`src/rtl/clock_set_controller_if.sv`:
```
`default_nettype none
// ============================================================================
//  Module      : clock_set_controller_if
//  Description : Button inputs and counter-chain control outputs of the
//                time-of-day set controller.
//  Revision    : 1.0  initial release
// ============================================================================
interface clock_set_controller_if;
    logic       btn_mode;
    logic       btn_adv;
    logic       seconds_tick;
    logic       set;
    logic       hour_up;
    logic       minute_up;
    logic [1:0] mode;
    logic       blink;

    modport master (
        output btn_mode, btn_adv,
        input  seconds_tick, set, hour_up, minute_up, mode, blink
    );

    modport slave (
        input  btn_mode, btn_adv,
        output seconds_tick, set, hour_up, minute_up, mode, blink
    );
endinterface
`default_nettype wire

```
`src/rtl/clock_set_controller.sv`:
```
`default_nettype none
// ============================================================================
//  Module      : clock_set_controller
//  Description : 1 Hz prescaler plus RUN/SET_HOUR/SET_MIN setting FSM.
//                Define AUTOREPEAT_EN to enable held-button auto-repeat.
//  Revision    : 1.0  initial release
// ============================================================================
module clock_set_controller #(
    parameter int TICK_DIV     = 50_000_000,
    parameter int TIMEOUT_S    = 30,
    parameter int REPEAT_DELAY = 25_000_000,
    parameter int REPEAT_RATE  = 5_000_000
) (
    input  wire logic             clk,
    input  wire logic             reset,
    clock_set_controller_if.slave bus
);

    localparam int c_presc_w = (TICK_DIV > 2) ? $clog2(TICK_DIV) : 1;
    localparam int c_to_w    = (TIMEOUT_S > 2) ? $clog2(TIMEOUT_S) : 1;
    localparam int c_half    = TICK_DIV / 2;

    if (TICK_DIV < 2 || TIMEOUT_S < 0 || REPEAT_DELAY < 2 || REPEAT_RATE < 1) begin : g_bad_params
        $error("clock_set_controller: invalid parameter value");
    end

    typedef enum logic [1:0] {
        ST_RUN      = 2'd0,
        ST_SET_HOUR = 2'd1,
        ST_SET_MIN  = 2'd2
    } state_t;

    state_t                 r_state, w_state_nxt;
    logic [c_presc_w-1:0]   r_presc, w_presc_nxt;
    logic [c_to_w-1:0]      r_to, w_to_nxt;
    logic                   r_mode_prev, r_adv_prev;
    logic                   r_tick, w_tick_nxt;
    logic                   r_set, w_set_nxt;
    logic                   r_hour_up, w_hour_nxt;
    logic                   r_minute_up, w_minute_nxt;
    logic                   r_blink, w_blink_nxt;

    logic w_mode_press, w_adv_press, w_wrap, w_in_set, w_blink_tog, w_rep_pulse, w_up;

    assign w_mode_press = bus.btn_mode & ~r_mode_prev;
    assign w_adv_press  = bus.btn_adv & ~r_adv_prev;
    assign w_wrap       = (r_presc == c_presc_w'(TICK_DIV - 1));
    assign w_in_set     = (r_state != ST_RUN);
    assign w_blink_tog  = w_wrap || (r_presc == c_presc_w'(c_half - 1));

`ifdef AUTOREPEAT_EN
    localparam int c_rep_max = (REPEAT_DELAY > REPEAT_RATE) ? REPEAT_DELAY : REPEAT_RATE;
    localparam int c_rep_w   = (c_rep_max > 2) ? $clog2(c_rep_max) : 1;

    logic               r_rep_active, r_rep_rate;
    logic [c_rep_w-1:0] r_rep_cnt;
    logic               w_rep_hit;

    // r_rep_cnt counts held samples; the delay phase includes the press sample
    assign w_rep_hit   = r_rep_rate ? (r_rep_cnt == c_rep_w'(REPEAT_RATE - 1))
                                    : (r_rep_cnt == c_rep_w'(REPEAT_DELAY - 1));
    assign w_rep_pulse = r_rep_active & bus.btn_adv & w_in_set & ~w_mode_press & w_rep_hit;

    always_ff @(posedge clk) begin
        if (reset) begin
            r_rep_active <= 1'b0;
            r_rep_rate   <= 1'b0;
            r_rep_cnt    <= '0;
        end else if (w_state_nxt != r_state || !bus.btn_adv) begin
            r_rep_active <= 1'b0;
        end else if (w_adv_press && w_in_set) begin
            r_rep_active <= 1'b1;
            r_rep_rate   <= 1'b0;
            r_rep_cnt    <= c_rep_w'(1);
        end else if (r_rep_active) begin
            if (w_rep_hit) begin
                r_rep_cnt  <= '0;
                r_rep_rate <= 1'b1;
            end else begin
                r_rep_cnt  <= r_rep_cnt + 1'b1;
            end
        end
    end
`else
    assign w_rep_pulse = 1'b0;
`endif

    always_comb begin
        w_state_nxt  = r_state;
        w_presc_nxt  = w_wrap ? '0 : r_presc + 1'b1;
        w_to_nxt     = r_to;
        w_tick_nxt   = 1'b0;
        w_hour_nxt   = 1'b0;
        w_minute_nxt = 1'b0;
        w_blink_nxt  = (w_in_set && w_blink_tog) ? ~r_blink : r_blink;
        w_up         = 1'b0;

        case (r_state)
            ST_RUN: begin
                if (w_mode_press) w_state_nxt = ST_SET_HOUR;
                else              w_tick_nxt  = w_wrap;
            end
            ST_SET_HOUR: begin
                if (w_mode_press) begin
                    w_state_nxt = ST_SET_MIN;
                end else begin
                    w_up       = w_adv_press | w_rep_pulse;
                    w_hour_nxt = w_up;
                end
            end
            ST_SET_MIN: begin
                if (w_mode_press) begin
                    w_state_nxt = ST_RUN;
                end else begin
                    w_up         = w_adv_press | w_rep_pulse;
                    w_minute_nxt = w_up;
                end
            end
            default: w_state_nxt = ST_RUN;
        endcase

        // An up-pulse restarts the idle count even on a wrap cycle
        if (w_in_set && w_state_nxt == r_state) begin
            if (w_up) begin
                w_to_nxt = '0;
            end else if (w_wrap && TIMEOUT_S != 0) begin
                if (r_to == c_to_w'(TIMEOUT_S - 1)) w_state_nxt = ST_RUN;
                else                                w_to_nxt    = r_to + 1'b1;
            end
        end

        if (w_state_nxt != r_state) begin
            w_presc_nxt = '0;
            w_to_nxt    = '0;
            w_blink_nxt = 1'b0;
        end

        w_set_nxt = (w_state_nxt != ST_RUN);
    end

    always_ff @(posedge clk) begin
        if (reset) begin
            r_state     <= ST_RUN;
            r_presc     <= '0;
            r_to        <= '0;
            r_mode_prev <= 1'b0;
            r_adv_prev  <= 1'b0;
            r_tick      <= 1'b0;
            r_set       <= 1'b0;
            r_hour_up   <= 1'b0;
            r_minute_up <= 1'b0;
            r_blink     <= 1'b0;
        end else begin
            r_state     <= w_state_nxt;
            r_presc     <= w_presc_nxt;
            r_to        <= w_to_nxt;
            r_mode_prev <= bus.btn_mode;
            r_adv_prev  <= bus.btn_adv;
            r_tick      <= w_tick_nxt;
            r_set       <= w_set_nxt;
            r_hour_up   <= w_hour_nxt;
            r_minute_up <= w_minute_nxt;
            r_blink     <= w_blink_nxt;
        end
    end

    assign bus.seconds_tick = r_tick;
    assign bus.set          = r_set;
    assign bus.hour_up      = r_hour_up;
    assign bus.minute_up    = r_minute_up;
    assign bus.mode         = r_state;
    assign bus.blink        = r_blink;

endmodule
`default_nettype wire
```
`src/flat_wrapper.sv`:
```
// flat-port wrapper written by rule: the top's interface ports become plain ports
module clock_set_controller_flat 
#(
    parameter int TICK_DIV     = 50_000_000,
    parameter int TIMEOUT_S    = 30,
    parameter int REPEAT_DELAY = 25_000_000,
    parameter int REPEAT_RATE  = 5_000_000
)
  (clk, reset, bus_btn_mode, bus_btn_adv, bus_seconds_tick, bus_set, bus_hour_up, bus_minute_up, bus_mode, bus_blink);
  clock_set_controller_if bus_i ();
  input  wire logic clk;
  input  wire logic reset;
  input wire logic [$bits(bus_i.btn_mode)-1:0] bus_btn_mode;
  input wire logic [$bits(bus_i.btn_adv)-1:0] bus_btn_adv;
  output wire logic [$bits(bus_i.seconds_tick)-1:0] bus_seconds_tick;
  output wire logic [$bits(bus_i.set)-1:0] bus_set;
  output wire logic [$bits(bus_i.hour_up)-1:0] bus_hour_up;
  output wire logic [$bits(bus_i.minute_up)-1:0] bus_minute_up;
  output wire logic [$bits(bus_i.mode)-1:0] bus_mode;
  output wire logic [$bits(bus_i.blink)-1:0] bus_blink;
  assign bus_i.btn_mode = bus_btn_mode;
  assign bus_i.btn_adv = bus_btn_adv;
  assign bus_seconds_tick = bus_i.seconds_tick;
  assign bus_set = bus_i.set;
  assign bus_hour_up = bus_i.hour_up;
  assign bus_minute_up = bus_i.minute_up;
  assign bus_mode = bus_i.mode;
  assign bus_blink = bus_i.blink;
  clock_set_controller #(.TICK_DIV(TICK_DIV), .TIMEOUT_S(TIMEOUT_S), .REPEAT_DELAY(REPEAT_DELAY), .REPEAT_RATE(REPEAT_RATE)) u_core (.clk(clk), .reset(reset), .bus(bus_i));
endmodule
```
`config.mk`:
```
export PLATFORM = sky130hd
export DESIGN_NAME = clock_set_controller_flat
export DESIGN_NICKNAME = d
export VERILOG_FILES = /design/src/rtl/clock_set_controller_if.sv /design/src/rtl/clock_set_controller.sv /design/src/flat_wrapper.sv
export SDC_FILE = /design/constraint.sdc
export NUM_CORES = 1
export LEC_CHECK = 0
export CORE_MARGIN = 5
export CORE_UTILIZATION = 55
export CTS_CLUSTER_SIZE = 14
export DETAILED_ROUTE_END_ITERATION = 12
export PLACE_DENSITY = 0.81
export SYNTH_ARGS = -nofsm -noshare
export SYNTH_HDL_FRONTEND = slang
export SYNTH_SLANG_ARGS = --single-unit
```
`constraint.sdc`:
```
create_clock -name clk -period 3.1 [get_ports clk]
set_input_delay 0.62 -clock clk [delete_from_list [all_inputs] [get_ports clk]]
set_output_delay 0.62 -clock clk [all_outputs]
set_load 0.01 [all_outputs]
```
==> results of run 1 <==
cells by family (layout without fill, tap and decap cells):
kind of cell             count (synthesis)  in the layout
XOR/XNOR                                27             27
buffers and inverters                   17             32
flip-flops                              40             40
adder cells (fa/ha/maj)                  7              7
AO/OA/AOI/OAI                           25             25
AND/OR/NAND/NOR                        127            127
Yosys cell counts, drive strengths merged, types with 2 or more instances:
library cell,count,share of area
a211oi,2,0.0088
a21oi,2,0.0044
a31oi,2,0.0055
and2,4,0.011
buf,8,0.034
dfxtp,40,0.35
ha,7,0.038
inv,8,0.013
nand2,12,0.021
nand3,14,0.031
nand4,6,0.016
nand4bb,2,0.0099
nor2,19,0.031
nor2b,4,0.011
nor3,25,0.060
nor3b,2,0.0066
nor4,20,0.10
nor4b,4,0.018
o21ai,7,0.020
o31a,2,0.0077
o41ai,2,0.011
or2,2,0.0055
or4,5,0.018
or4bb,2,0.0099
xnor2,16,0.061
xor2,11,0.042
per-layer routing:
metal | vias up | global-route usage
li1 | 927 | -
met1 | 889 | 0.248
met2 | 50 | 0.310
met3 | 8 | 0.0324
met4 | 0 | 0.0830
met5 | - | 0
worst register-to-register path, delay by kind of cell, from the launching register on:
family                     cells  cell delay, ns
AOI/OAI and AO/OA              3            1.11
and+or+nand+nor                2            0.32
buffers and inverters          1            0.19
DFF                            1            0.55
adders and majority gates      1            0.33
xor gates and xnor gates       1            0.13
flip-flops by register name, indices dropped and copies added, names as in the netlist:
register                 flops
u_core.bus.mode              2
u_core.bus.seconds_tick      1
u_core.bus.hour_up           1
u_core.bus.set               1
u_core.r_mode_prev           1
u_core.r_to                  5
u_core.bus.minute_up         1
u_core.bus.blink             1
u_core.r_presc              26
u_core.r_adv_prev            1
layout make-up:
cell class              count  area, um^2  share of cell area
well taps                  50        62.6              0.0248
clock buffers               6        72.6              0.0287
multi-input cells         186        1380               0.546
repair buffers             17         178              0.0703
inverters                   8        30.0              0.0119
flip-flops and latches     40         801               0.317
clock inverters             1        5.00             0.00198
stage by stage:
step                      hold slack [ns]  worst slack (ns)  utilization
after floorplan                     0.474             0.531            -
after detailed placement            0.523             0.259        0.612
final                               0.535             0.375        0.632
after global routing                0.575             0.188        0.632
after CTS                           0.539             0.427        0.632
after global placement              0.509             0.313        0.612
where the power goes:
part	switching [mW]	internal (mW)	leakage, nW
clock network	0.166	0.153	0.0410
registers	0.0149	0.525	0.324
logic	0.123	0.0758	0.364
final timing paths:
| path | start | end | slack [ns] |
|---|---|---|---|
| hold reg to reg | u_core.r_to[1] | u_core.r_to[1] | 0.54 |
| hold / removal | u_core.r_to[1] | u_core.r_to[1] | 0.54 |
| setup reg to reg | u_core.bus.mode[0] | u_core.r_presc[1] | 0.37 |
| setup / recovery | u_core.bus.mode[0] | u_core.r_presc[1] | 0.37 |
==> flow_summary.ini, run 1 <==
[setup_path]
path_depth = 8
worstSetupPathType = flip-flop to flip-flop
start_kind = flip-flop
crit_family = compound AO/OA/AOI/OAI gates
path_buf_inv = 1
worstPathCellList = ha_1 -> nand2_1 -> o32ai_1 -> o21bai_1 -> o41ai_2 -> xnor2_2 -> buf_12 -> nor4b_1
ff2ff_path_depth = 8
cp_max_fo = 32
cp_slowest_cell = dfxtp_1
cpPeakStageDelay_ns = 0.55
endpoint_kind = flip-flop
cp_data_arrival_time_ns = 2.92
crit_required_ns = 3.29

[cts]
post_cts_buffers = 0
clkTransAtPathRegs_ns = 0.07
numCtsBuffers = 5
cts_tree = built
cts_resized = 0
postCtsHoldBufs = 0
clock_sinks = 40
root_buffer = clkbuf_8
cts.path.max_buffers = 2
clock_latency_ns = 0.28
htree_levels = 2

[timing]
layout_worst_path_cycle_share = 0.879
setup_tns_ns = 0
maxSlewViolCount = 0
period_minus_slack_ns = 2.73
max_slew_margin = 0.667
fmax_ghz = 0.367
rsz0062_at_grt = false
finalHoldViolCount = 0
worstMarginPinSlew_ns = 0.495
skew_ns = 0.00607
finalSetupViolCount = 0

[final_layout]
fin_nets = 269
fin_cells = 308
synthToLayoutAreaGrowth_pct = 10.7
fin_area_mm2 = 0.00253
drive_above_1_share = 0.159
mostFrequentLayoutCells = dfxtp_1 (40), nor3_1 (24), nor2_1 (19)
nFillCells = 328
layout_commonest_cell = dfxtp_1
antenna_cells = 0

[route]
topRoutingLayerUsed = met4
routed_wl_um = 4660
wl_met2_um = 2260
wire_per_inst_um = 15.1
vias = 1874
ant_nets = 0
met1Wirelength_um = 2130
drcViolationCount = 0
wl_met3_um = 195
drt_first_iter_violations = 143
drtPass1Iterations = 4
avgViaCountPerCell = 6.08

[synth]
synth_edf_count = 0
synth_top_family_by_area = simple AND/OR/NAND/NOR gates
ys_seq_area_frac = 0.351
ys_seq_elements = 40
yosys.area_share.simple = 0.369
syn_inst = 243
synth_adder_area_share = 0.0384
synthFlopType = dfxtp_1
synth.avg_cell_area_um2 = 9.40
syn_area_mm2 = 0.00228
synthMuxAreaShare = 0
synth_compound_area_frac = 0.0893
ys.warnings.count = 0
synth-xor-area-share = 0.104
synth_fp_nets = 254
async_flop_share = 0
synth.distinct_cells = 51

[placement]
post-dp-hpwl_um = 3140
port_buffers = 10
dpl.cell_count = 301
gp_congestion = 0.851
postPlaceCellArea_mm2 = 0.00245

[floorplan]
dieArea_mm2 = 0.00554
core_mm2 = 0.00400
die_height_um = 74.4
die_w_um = 74.4
ioPinCount = 11
std_cell_rows = 23
initial_core_util = 0.571

[run_status]
status = completed

[hold_path]
hold_depth = 2
hold_path_class = flip-flop to flip-flop

[grt]
grt_pass1_vias = 1814
antenna_found_initial = 0
grt_usage = 0.190
grt.overflow.total = 0
grt_pass1_wl_um = 8270
grt_max_degree = 33

[flow_run]
maxCapViolCount = 0

[power]
finalPower_mw = 1.06
p_leak_nw = 0.729
ir_worst_vdd_v = 0.000368
p_per_area_mw_per_mm2 = 418
No activity file was read; power rests on OpenSTA's default activity.
==> run 2, diff against run 1 <==
HOLD_SLACK_MARGIN = 0.02   (was not set)
==> results of run 2 <==
The final DEF is identical to that of run 1; final timing and power are the same.
==> run 3, diff against run 2 <==
CORE_UTILIZATION = 54   (was 55)
PLACE_DENSITY = 0.82   (was 0.81)
clock period = 2.4 ns   (was 3.1 ns; I/O delays follow)
==> run 3 against run 2 <==
The flow now finishes with violations (setup timing). Hold slack worse by 0.093 ns. Via count increased by 12%. Utilization up 10 points. Non-clock buffer count up 29. Cell area increased by 18%. Maximum frequency grew 9.9%. Wire length rose by 30%. Sequential power rose by 29%. Flip-flop and latch count unchanged. Highest routed layer unchanged.
==> flow_summary.ini, run 3 (synthesis results as in run 1) <==
[run_status]
status = finished with violations
violations = setup timing

[final_layout]
nFillCells = 268
synthToLayoutAreaGrowth_pct = 30.8
fin_cells = 338
drive_above_1_share = 0.295
fin_nets = 298
final_util = 0.736
layout_commonest_cell = dfxtp_1
antenna_cells = 0
fin_area_mm2 = 0.00299
mostFrequentLayoutCells = dfxtp_1 (37), buf_4 (30), nor3_1 (22)
regMostFlops = u_core.r_presc
largest_reg_flops = 26

[timing]
max_slew_margin = 0.741
period_minus_slack_ns = 2.48
finalSetupViolCount = 28
maxSlewViolCount = 0
worstMarginPinSlew_ns = 0.386
fmax_ghz = 0.403
skew_ns = 0.0100
worst_slack_ns = -0.0794
layout_worst_path_cycle_share = 1.03
setup_tns_ns = -1.46
rsz0062_at_grt = true
whs_ns = 0.443
finalHoldViolCount = 0

[floorplan]
ioPinCount = 11
core_mm2 = 0.00406
die_height_um = 75.0
initial_core_util = 0.563
dieArea_mm2 = 0.00563
std_cell_rows = 23
die_w_um = 75.0

[grt]
grt_util_met3 = 0.0454
top_usage_layer = met2
met2_usage = 0.327
grt_pass1_vias = 1898
use_met1 = 0.256
grt.overflow.total = 0
antenna_found_initial = 0
grt_max_degree = 29
grt_usage = 0.205
grt_pass1_wl_um = 8830

[flow_run]
maxCapViolCount = 0

[cts]
root_buffer = clkbuf_8
cts.path.max_buffers = 2
clkTransAtPathRegs_ns = 0.09
clock_latency_ns = 0.30
cts_tree = built
numCtsBuffers = 5
htree_levels = 2
postCtsHoldBufs = 0
clock_sinks = 40

[power]
p_clk_frac = 0.341
power_frac_seq = 0.415
power.switching_mw = 0.488
p_per_area_mw_per_mm2 = 561
p_int_mw = 1.19
finalPower_mw = 1.68
combPwrFrac = 0.245
switching_share = 0.291
ir_worst_vdd_v = 0.000485
p_leak_nw = 0.975

[route]
avgViaCountPerCell = 6.19
routed_wl_um = 6060
ant_nets = 0
drtPass1Iterations = 5
vias = 2092
wire_per_inst_um = 17.9
drt_first_iter_violations = 160
drcViolationCount = 0

[hold_path]
hold_path_class = primary input to flip-flop

[placement]
post-dp-hpwl_um = 3660
gp_congestion = 0.838
pre_cts_slack_ns = -0.289
dpl.cell_count = 319
port_buffers = 10
postPlaceCellArea_mm2 = 0.00262

[setup_path]
cp_max_fo = 14
endpoint_kind = flip-flop
start_kind = flip-flop
crit_required_ns = 2.59
worstSetupPathType = flip-flop to flip-flop
cp_data_arrival_time_ns = 2.67
-- run 3: cell count changes in the layout (fill, tap and decap cells not counted), moves of 2 or more --
cell       previous run  this run
nor4_4                1         5
nor3_2                0         2
dfxtp_1              40        37
buf_4                 5        30
ha_1                  7         4
clkbuf_16             0         3
ha_2                  0         2
dfxtp_4               0         2
nor3_1               24        22
nor4_2               14        10
-- run 3: metal layers --
metal / routed length, um / part of all wire / vias to the layer above
li1: - / - / 987
met1: 2480 / 0.41 / 997
met2: 3040 / 0.50 / 85
met3: 332 / 0.055 / 23
met4: 205 / 0.034 / 0
met5: 0 / 0 / -
-- run 3: final timing paths --
kind	to	startpoint	cells past startpoint	slack (ns)
setup / recovery	u_core.r_presc[13]	u_core.r_presc[10]	7	-0.08
hold / removal	u_core.r_mode_prev	bus_btn_mode	2	0.44
setup reg to reg	u_core.r_presc[13]	u_core.r_presc[10]	7	-0.08
hold reg to reg	u_core.r_presc[0]	u_core.r_presc[0]	1	0.54
-- run 3: final cells by class --
class | instances | area [um^2] | area share
multi-input cells | 186 | 1510 | 0.504
flip-flops and latches | 40 | 810 | 0.271
repair buffers | 46 | 463 | 0.155
clock buffers | 5 | 68.8 | 0.0230
inverters | 8 | 30.0 | 0.0101
well taps | 50 | 62.6 | 0.0209
clock inverters | 3 | 46.3 | 0.0155
-- run 3: power groups by stage --
stage                     Combinational [mW]  Clock, mW  Sequential (mW)
final                                  0.410      0.572            0.695
after global routing                   0.435      0.606            0.696
after CTS                              0.312      0.577            0.696
after detailed placement               0.309          0            0.711
after global placement                 0.302          0            0.710
after floorplan                        0.187          0            0.712
-- run 3: critical path, stage by stage (launching register included) --
cell	delay [ns]
dfxtp_4	0.35
or4_4	0.56
nor3_4	0.24
nand2_2	0.15
o41a_1	0.47
o21ai_4	0.30
clkbuf_16	0.24
nor4_1	0.06
-- run 3: timing repair --
item	in CTS	in global routing
buffers inserted	0	8
gates resized for setup	0	20
setup endpoints to repair	0	32
